<file path="config.mk">
export PLATFORM = sky130hd
export DESIGN_NAME = fetch_inst_queue
export DESIGN_NICKNAME = d
export VERILOG_FILES = /design/src/rtl/fetch_inst_queue.sv
export SDC_FILE = /design/constraint.sdc
export NUM_CORES = 2
export LEC_CHECK = 0
export BUFFER_PORTS_ARGS = -buffer_cell sky130_fd_sc_hd__buf_4
export CORE_UTILIZATION = 51
export CTS_CLUSTER_SIZE = 12
export DETAILED_ROUTE_END_ITERATION = 6
export PLACE_DENSITY = 0.74
export SYNTH_ARGS = -nofsm -noshare
export SYNTH_HDL_FRONTEND = slang
export SYNTH_SLANG_ARGS = --single-unit
</file>
<file path="constraint.sdc">
create_clock -name clk -period 3.55 [get_ports clk]
set_input_delay 0.1775 -clock clk [delete_from_list [all_inputs] [get_ports clk]]
set_output_delay 0.1775 -clock clk [all_outputs]
set_load 0.005 [all_outputs]
</file>
<file path="src/rtl/fetch_inst_queue.sv">
// Instruction queue between fetch and pre-decode: multi-lane circular FIFO.
// Optional same-cycle bypass when empty, enabled by RSD_FETCH_QUEUE_BYPASS_EN.
module fetch_inst_queue #(
    parameter int FETCH_WIDTH  = 2,
    parameter int DECODE_WIDTH = 2,
    parameter int DEPTH        = 8,
    parameter int ENTRY_WIDTH  = 97
) (
    input  logic                                 clk,
    input  logic                                 rst,
    input  logic                                 flush,
    input  logic [FETCH_WIDTH-1:0]               in_valid,
    input  logic [FETCH_WIDTH*ENTRY_WIDTH-1:0]   in_entry,
    output logic                                 in_stall,
    output logic [DECODE_WIDTH-1:0]              out_valid,
    output logic [DECODE_WIDTH*ENTRY_WIDTH-1:0]  out_entry,
    input  logic                                 out_stall,
    output logic [$clog2(DEPTH):0]               count
);

    localparam int PW = $clog2(DEPTH);
    localparam int CW = PW + 1;
`ifdef RSD_FETCH_QUEUE_BYPASS_EN
    localparam int BW = (FETCH_WIDTH < DECODE_WIDTH) ? FETCH_WIDTH : DECODE_WIDTH;
`endif

    logic [PW-1:0]          head_q, head_d, tail_q, tail_d;
    logic [CW-1:0]          count_q, count_d;
    logic [ENTRY_WIDTH-1:0] mem_q [DEPTH];
    logic [ENTRY_WIDTH-1:0] mem_d [DEPTH];
    logic                   enq_ok;
    int                     in_cnt, skip, enq_cnt, deq_cnt;

    function automatic int popcnt(input logic [FETCH_WIDTH-1:0] v);
        int n;
        n = 0;
        for (int i = 0; i < FETCH_WIDTH; i++) n += int'(v[i]);
        return n;
    endfunction

    // Backpressure looks only at registered occupancy.
    assign in_stall = (DEPTH - int'(count_q)) < FETCH_WIDTH;
    assign count    = count_q;

    always_comb begin
        in_cnt    = popcnt(in_valid);
        skip      = 0;
        out_valid = '0;
        out_entry = '0;
        for (int i = 0; i < DECODE_WIDTH; i++) begin
            if (int'(count_q) > i) begin
                out_valid[i] = 1'b1;
                out_entry[i*ENTRY_WIDTH +: ENTRY_WIDTH] = mem_q[head_q + PW'(i)];
            end
        end
`ifdef RSD_FETCH_QUEUE_BYPASS_EN
        // Empty queue: leading input lanes go straight out and skip storage.
        if (count_q == '0 && rst && !flush && !out_stall) begin
            skip = (in_cnt < BW) ? in_cnt : BW;
            for (int i = 0; i < BW; i++) begin
                out_valid[i] = in_valid[i];
                out_entry[i*ENTRY_WIDTH +: ENTRY_WIDTH] =
                    in_valid[i] ? in_entry[i*ENTRY_WIDTH +: ENTRY_WIDTH] : '0;
            end
        end
`endif
        enq_ok  = !flush && !in_stall;
        enq_cnt = enq_ok ? (in_cnt - skip) : 0;
        deq_cnt = (flush || out_stall) ? 0 :
                  ((int'(count_q) < DECODE_WIDTH) ? int'(count_q) : DECODE_WIDTH);

        mem_d = mem_q;
        for (int i = 0; i < FETCH_WIDTH; i++) begin
            if (enq_ok && in_valid[i] && i >= skip)
                mem_d[tail_q + PW'(i - skip)] = in_entry[i*ENTRY_WIDTH +: ENTRY_WIDTH];
        end

        head_d  = head_q + PW'(deq_cnt);
        tail_d  = tail_q + PW'(enq_cnt);
        count_d = count_q + CW'(enq_cnt) - CW'(deq_cnt);
        if (flush) begin
            head_d  = '0;
            tail_d  = '0;
            count_d = '0;
        end
    end

    always_ff @(posedge clk) begin
        if (!rst) begin
            head_q  <= '0;
            tail_q  <= '0;
            count_q <= '0;
        end else begin
            head_q  <= head_d;
            tail_q  <= tail_d;
            count_q <= count_d;
        end
    end

    // Payload storage needs no reset; unoccupied lanes are masked on read.
    always_ff @(posedge clk) begin
        mem_q <= mem_d;
    end

endmodule

</file>
== Word-level counts from Yosys, hierarchy flattened ==
Cells that the tools add are included.

* Register bits: 786
* Input bits: 200
* Output and inout port bits: 201
* Word-level logic and storage cells: 64

* $add $sub $neg: 8
* Order comparisons: 10
* Muxes and demuxes: 21
* Bitwise gates (word level): 5
* Reductions and logical operators: 9

{| class="wikitable"
|+ Operators with widths
! cell !! count
|-
| $bwmux W776 || 2
|-
| $mux W776 || 2
|-
| $mux W97 || 8
|-
| $bmux W97 S3 || 2
|-
| $demux W97 S3 || 2
|-
| $ge A4 B4 Y1 const B || 4
|-
| $not A3 Y4 || 4
|-
| $gt A4 B1 Y1 const B || 2
|-
| $lt A4 B1 Y1 const B || 2
|-
| $mux W4 || 2
|-
| $add A3 B1 Y3 const B || 2
|-
| $logic_and A1 B1 Y1 || 5
|-
| $lt A5 B3 Y1 const B || 1
|-
| $sub A4 B4 Y5 const A || 1
|-
| $add A4 B2 Y4 || 1
|-
| $lt A4 B2 Y1 const B || 1
|-
| $sub A4 B4 Y4 || 1
|-
| $add A3 B2 Y3 || 1
|-
| $add A3 B3 Y3 || 1
|-
| $add A1 B1 Y2 || 1
|-
| $logic_not A1 Y1 || 2
|-
| $mux W1 || 2
|-
| $mux W2 || 1
|-
| $reduce_or A2 Y1 || 1
|-
| other kinds (2) || 2
|}

== Longest topological paths before layout ==
* Word-level depth: 9
* Depth in mapped cells: 14
* Mapped depth without buffers: 14

== Worst setup path after synthesis ==
Ideal clock, no wire load.

* Path kind: register -> register
* Start: reg count_q[1], in the netlist count[1]
* End: reg count_q[3], in the netlist count[3]
* Setup time: 0.118 ns
* Data arrival time: 2.759 ns
* Required time: 3.432 ns
* Setup slack: 0.673 ns
* Stages on the path, launching flop included: 15
* Buffers on the path: 0
* Period minus slack after synthesis: 2.877 ns
* Cell sequence: dfxtp_1 -> inv_1 -> ha_1 -> nand2b_1 -> mux2i_4 -> nand2_1 -> and4b_1 -> nand2_1 -> fa_1 -> inv_1 -> ha_1 -> a21o_1 -> a21oi_1 -> xnor2_1 -> nor2_1

* Word-level cells in the longest chain between the ends: 7
* Elaborated cells on any way between the ends: 10
* Those cells by class: add/sub: 3; order compare: 2; mux: 3; reduce/logical: 2

{| class="wikitable"
|+ Ends and longest elaborated chain
! element !! RTL line !! RTL
|-
| start, declared || 28 || <nowiki>logic [CW-1:0] count_q, count_d;</nowiki>
|-
| start signal, assigned || 96 || <nowiki>count_q <= count_d;</nowiki>
|-
| $sub A4 B4 Y5 || 42 || <nowiki>assign in_stall = (DEPTH - int'(count_q)) < FETCH_WIDTH;</nowiki>
|-
| $lt A5 B3 Y1 || 42 ||
|-
| $logic_not A1 Y1 || 67 || <nowiki>enq_ok = !flush && !in_stall;</nowiki>
|-
| $logic_and A1 B1 Y1 || 67 ||
|-
| $mux W2 || 68 || <nowiki>enq_cnt = enq_ok ? (in_cnt - skip) : 0;</nowiki>
|-
| $add A4 B2 Y4 || 80 || <nowiki>count_d = count_q + CW'(enq_cnt) - CW'(deq_cnt);</nowiki>
|-
| $sub A4 B4 Y4 * || 80 ||
|}

Mark *: on every way between the ends. The rest lies on a longest branch, timed or not.
A chain may end at the register's enable or synchronous reset.

== Final worst setup path ==
* Start: reg head_q[1]
* End: out out_entry[5]

* Word-level cells in the longest chain between the ends: 5

{| class="wikitable"
|+ Ends and longest elaborated chain
! element !! RTL line !! RTL
|-
| start, declared || 27 || <nowiki>logic [PW-1:0] head_q, head_d, tail_q, tail_d;</nowiki>
|-
| start signal, assigned || 90 || <nowiki>head_q <= '0;</nowiki>
|-
| start signal, assigned || 94 || <nowiki>head_q <= head_d;</nowiki>
|-
| $not A3 Y4 (not written as such) || 53 || <nowiki>out_entry[i*ENTRY_WIDTH +: ENTRY_WIDTH] = mem_q[head_q + PW'(i)];</nowiki>
|-
| $bmux W97 S3 || 53 ||
|-
| $mux W97 (not written as such) (2 in series) || 53 ||
|-
| $mux W97 || 51 || <nowiki>if (int'(count_q) > i) begin</nowiki>
|-
| end, declared || 16 || <nowiki>output logic [DECODE_WIDTH*ENTRY_WIDTH-1:0] out_entry,</nowiki>
|}

Every way passes these cells. The select of a mux whose other input is x is not followed.

==> results.md <==
- Most frequent cells in the layout: 783 x dfxtp_1, 601 x mux2_2, 496 x nor2_1
- Worst setup SP type: register
- R2R Setup Slk: 140 ps
- Failing checks: DRC
- CP Max Fanout: 37
- Top Family by Delay on Critical Path: buffers and inverters
- Tmin final: 3510 ps
- Clock buffer depth: 3
- Die span in y: 301 um
- Worst hold path type: input pin to register
- DR pass1 iterations: 7
- DP Area: 50200 um2
- Sum Neg Setup Slack: 0 ps
- CP max stage cell: buf_4
- Final-stage net count: 4748
- Status: finished, violations left
- Syn Area/Cell: 11.2 um2
- Synthesized net count: 4288
- Levels on crit path: 6
- Clk_lat worst skew: 640 ps
- First-pass GRT wire length: 214 mm
- Die area: 90600 um2
- Drt total wl: 141 mm
- Peak Freq: 285 MHz
- Remaining antenna violation count: 0
- Clk root buf: clkbuf_16
- Max stage delay on crit path: 630 ps
- Detailed placement HPWL: 82.9 mm
- Top_reg_cell synth: dfxtp_1
- Final non-filler cell total: 5775
- CP Class: register to output port
- Worst Path Arrival: 3330 ps
- Tot GR Track Use: 30.5%
- Synthesized area: 45600 um2
- Area grow syn2layout: 21.2%
- MaxCap Viol Count: 0
- Cell variety after synth: 42
- CTS Sinks: 786
- Hold_ws: 147 ps
- Fin util: 62.5%
- Number of vias per cell: 6.19
- Leakage: 21.2 nW
- Critical path endpoint: out_entry[5]
- DRC Markers: 96
- Final setup viols: 0
- Initial core utilization: 51.5%
- Worst r2r src: count[0]
- Syn Inst Count: 4070
- Post-Place Cells: 5394
- Synth Register Bits: 786
- Max Slew Vio Count: 0
- Initial antenna violation count: 14
- RSZ-0062 raised after global routing: no
- IO Pins: 401
- Die Width: 301 um
- DR iter-0 viols: 2891
- Vias in the first global route: 35488
- Post-detailed-route wirelength per cell: 24.4 um
- Crit share post-route: 98.9%
- Core box area: 88500 um2
- Crit path capture type: output port
- Power Dens Cells: 625 nW/um2
- CP cell instances: buf_4, buf_4, mux4_2, mux2i_1, nor2_1, buf_4
- Number of flops mapped to enable cells by yosys: 0
- Skew final: 19.1 ps
- Synth top area cells: dfxtp_1 35%, mux4_2 19%, mux2_2 15%
- Max rail drop VDD: 745 uV
- Layout cells sized above 1: 36.3%
- Req. time, crit path: 3370 ps
- Synth area leader: dfxtp_1
- Area share of the largest cell type after synthesis: 34.5%
- R2R cell count: 9
- Max-Slew Margin vs Limit: 28.1%
- Final hold vios: 0
- Seq/Total Area, Yosys: 34.5%
- Buf/Inv on CP: 3
- Most common cell after layout, fill and taps aside: dfxtp_1
- Design Area, Final: 55300 um2
- Total global routing overflow: 0
- TritonCTS buffer count: 89
- First element of the critical path: head_q[1]
- H-tree depth: 3
- Async S/R FF share, synth: 0%
- # rows: 109
- CP dominant cell by count: buf_4
- Least-Margin Pin Slew: 1080 ps
- Gpl congestion: 0.826
- Yosys warnings: 0
- Port bufs: 400
- Worst reg2reg path endpoint: mem_q[235]
- Reg clk slew, reported paths: 60 ps
- Pin count of the biggest net entering global routing: 113
- CTS tree: built
- Via count: 35721
-- timing repair --
item                                    in CTS  in global routing
gates resized for setup                      0                  3
endpoints found under the hold margin      786                  0
buffers inserted                             0                  3
hold buffers                               207                  0
endpoints found under the setup margin       0                  8
-- final cells by class --
type                    count  area (um2)
clock inverters            28         285
flip-flops and latches    786       15700
inverters                  13        48.8
diodes                     10        25.0
clock buffers             133        2660
well taps                1165        1460
multi-input cells        2918       28400
repair buffers            722        6710
fillers                  6875       33200
-- per-layer routing --
metal | GRT usage (%) | share of wire (%)
met1 | 41.4 | 41
met2 | 49.4 | 47
met3 | 5.32 | 8.6
met4 | 9.34 | 2.7
met5 | 0 | 0.053
-- tightest hold or removal path: cells and delay by family --
family,cells,cell delay [ps]
buf+inv,1,90
fa+ha+maj,2,240
simple gates,2,230
-- how the worst min path moves through the flow --
stage,start,end,depth (start not counted)
after floorplan,in_entry[165],mem_q[456],1
after global placement,in_entry[177],mem_q[80],2
after detailed placement,in_entry[184],mem_q[475],2
after CTS,in_valid[1],tail_q[0],5
after global routing,in_valid[1],tail_q[0],5
final,in_valid[1],tail_q[0],5
-- through the flow --
| stage | power (mW) | worst slack [ps] |
|---|---|---|
| after floorplan | 20.0 | 673 |
| after global placement | 24.5 | 291 |
| after detailed placement | 24.9 | 257 |
| after CTS | 34.5 | 60.2 |
| after global routing | 36.2 | 15.9 |
| final | 34.5 | 40.1 |
-- power by group --
| part | leakage, nW | total, mW | internal, mW | switching, mW |
|---|---|---|---|---|
| registers | 6.46 | 12.7 | 11.1 | 1.60 |
| logic | 13.3 | 12.5 | 6.94 | 5.52 |
| clock network | 1.46 | 9.36 | 5.53 | 3.82 |
| total | 21.2 | 34.5 | 23.6 | 10.9 |
-- synthesized netlist by cell type (16+ instances only) --
| cell | instances |
|---|---|
| buf_4 | 16 |
| mux2_1 | 175 |
| dfxtp_1 | 786 |
| buf_2 | 77 |
| buf_1 | 62 |
| mux2i_1 | 485 |
| buf_6 | 16 |
| mux4_2 | 388 |
| mux2_2 | 601 |
| a21oi_1 | 486 |
| clkbuf_1 | 182 |
| nor2_1 | 496 |
| nand2_1 | 203 |
-- cells by family (layout without fill, tap and decap cells) --
group,after synthesis,in the layout,share of synthesized area [%]
multiplexers,1650,1650,49.0
flip-flops,786,786,34.5
AND/OR/NAND/NOR,741,741,6.37
AO/OA/AOI/OAI,500,500,5.75
buffers and inverters,366,896,3.62
adder cells (fa/ha/maj),18,18,0.560
XOR/XNOR,9,9,0.173
other,0,10,0
-- flip-flops by register name, indices dropped and copies added (netlist names) --
name and count:
mem_q 776, count 4, head_q 3, tail_q 3
Note: power is estimated with default switching activity, not from simulation.
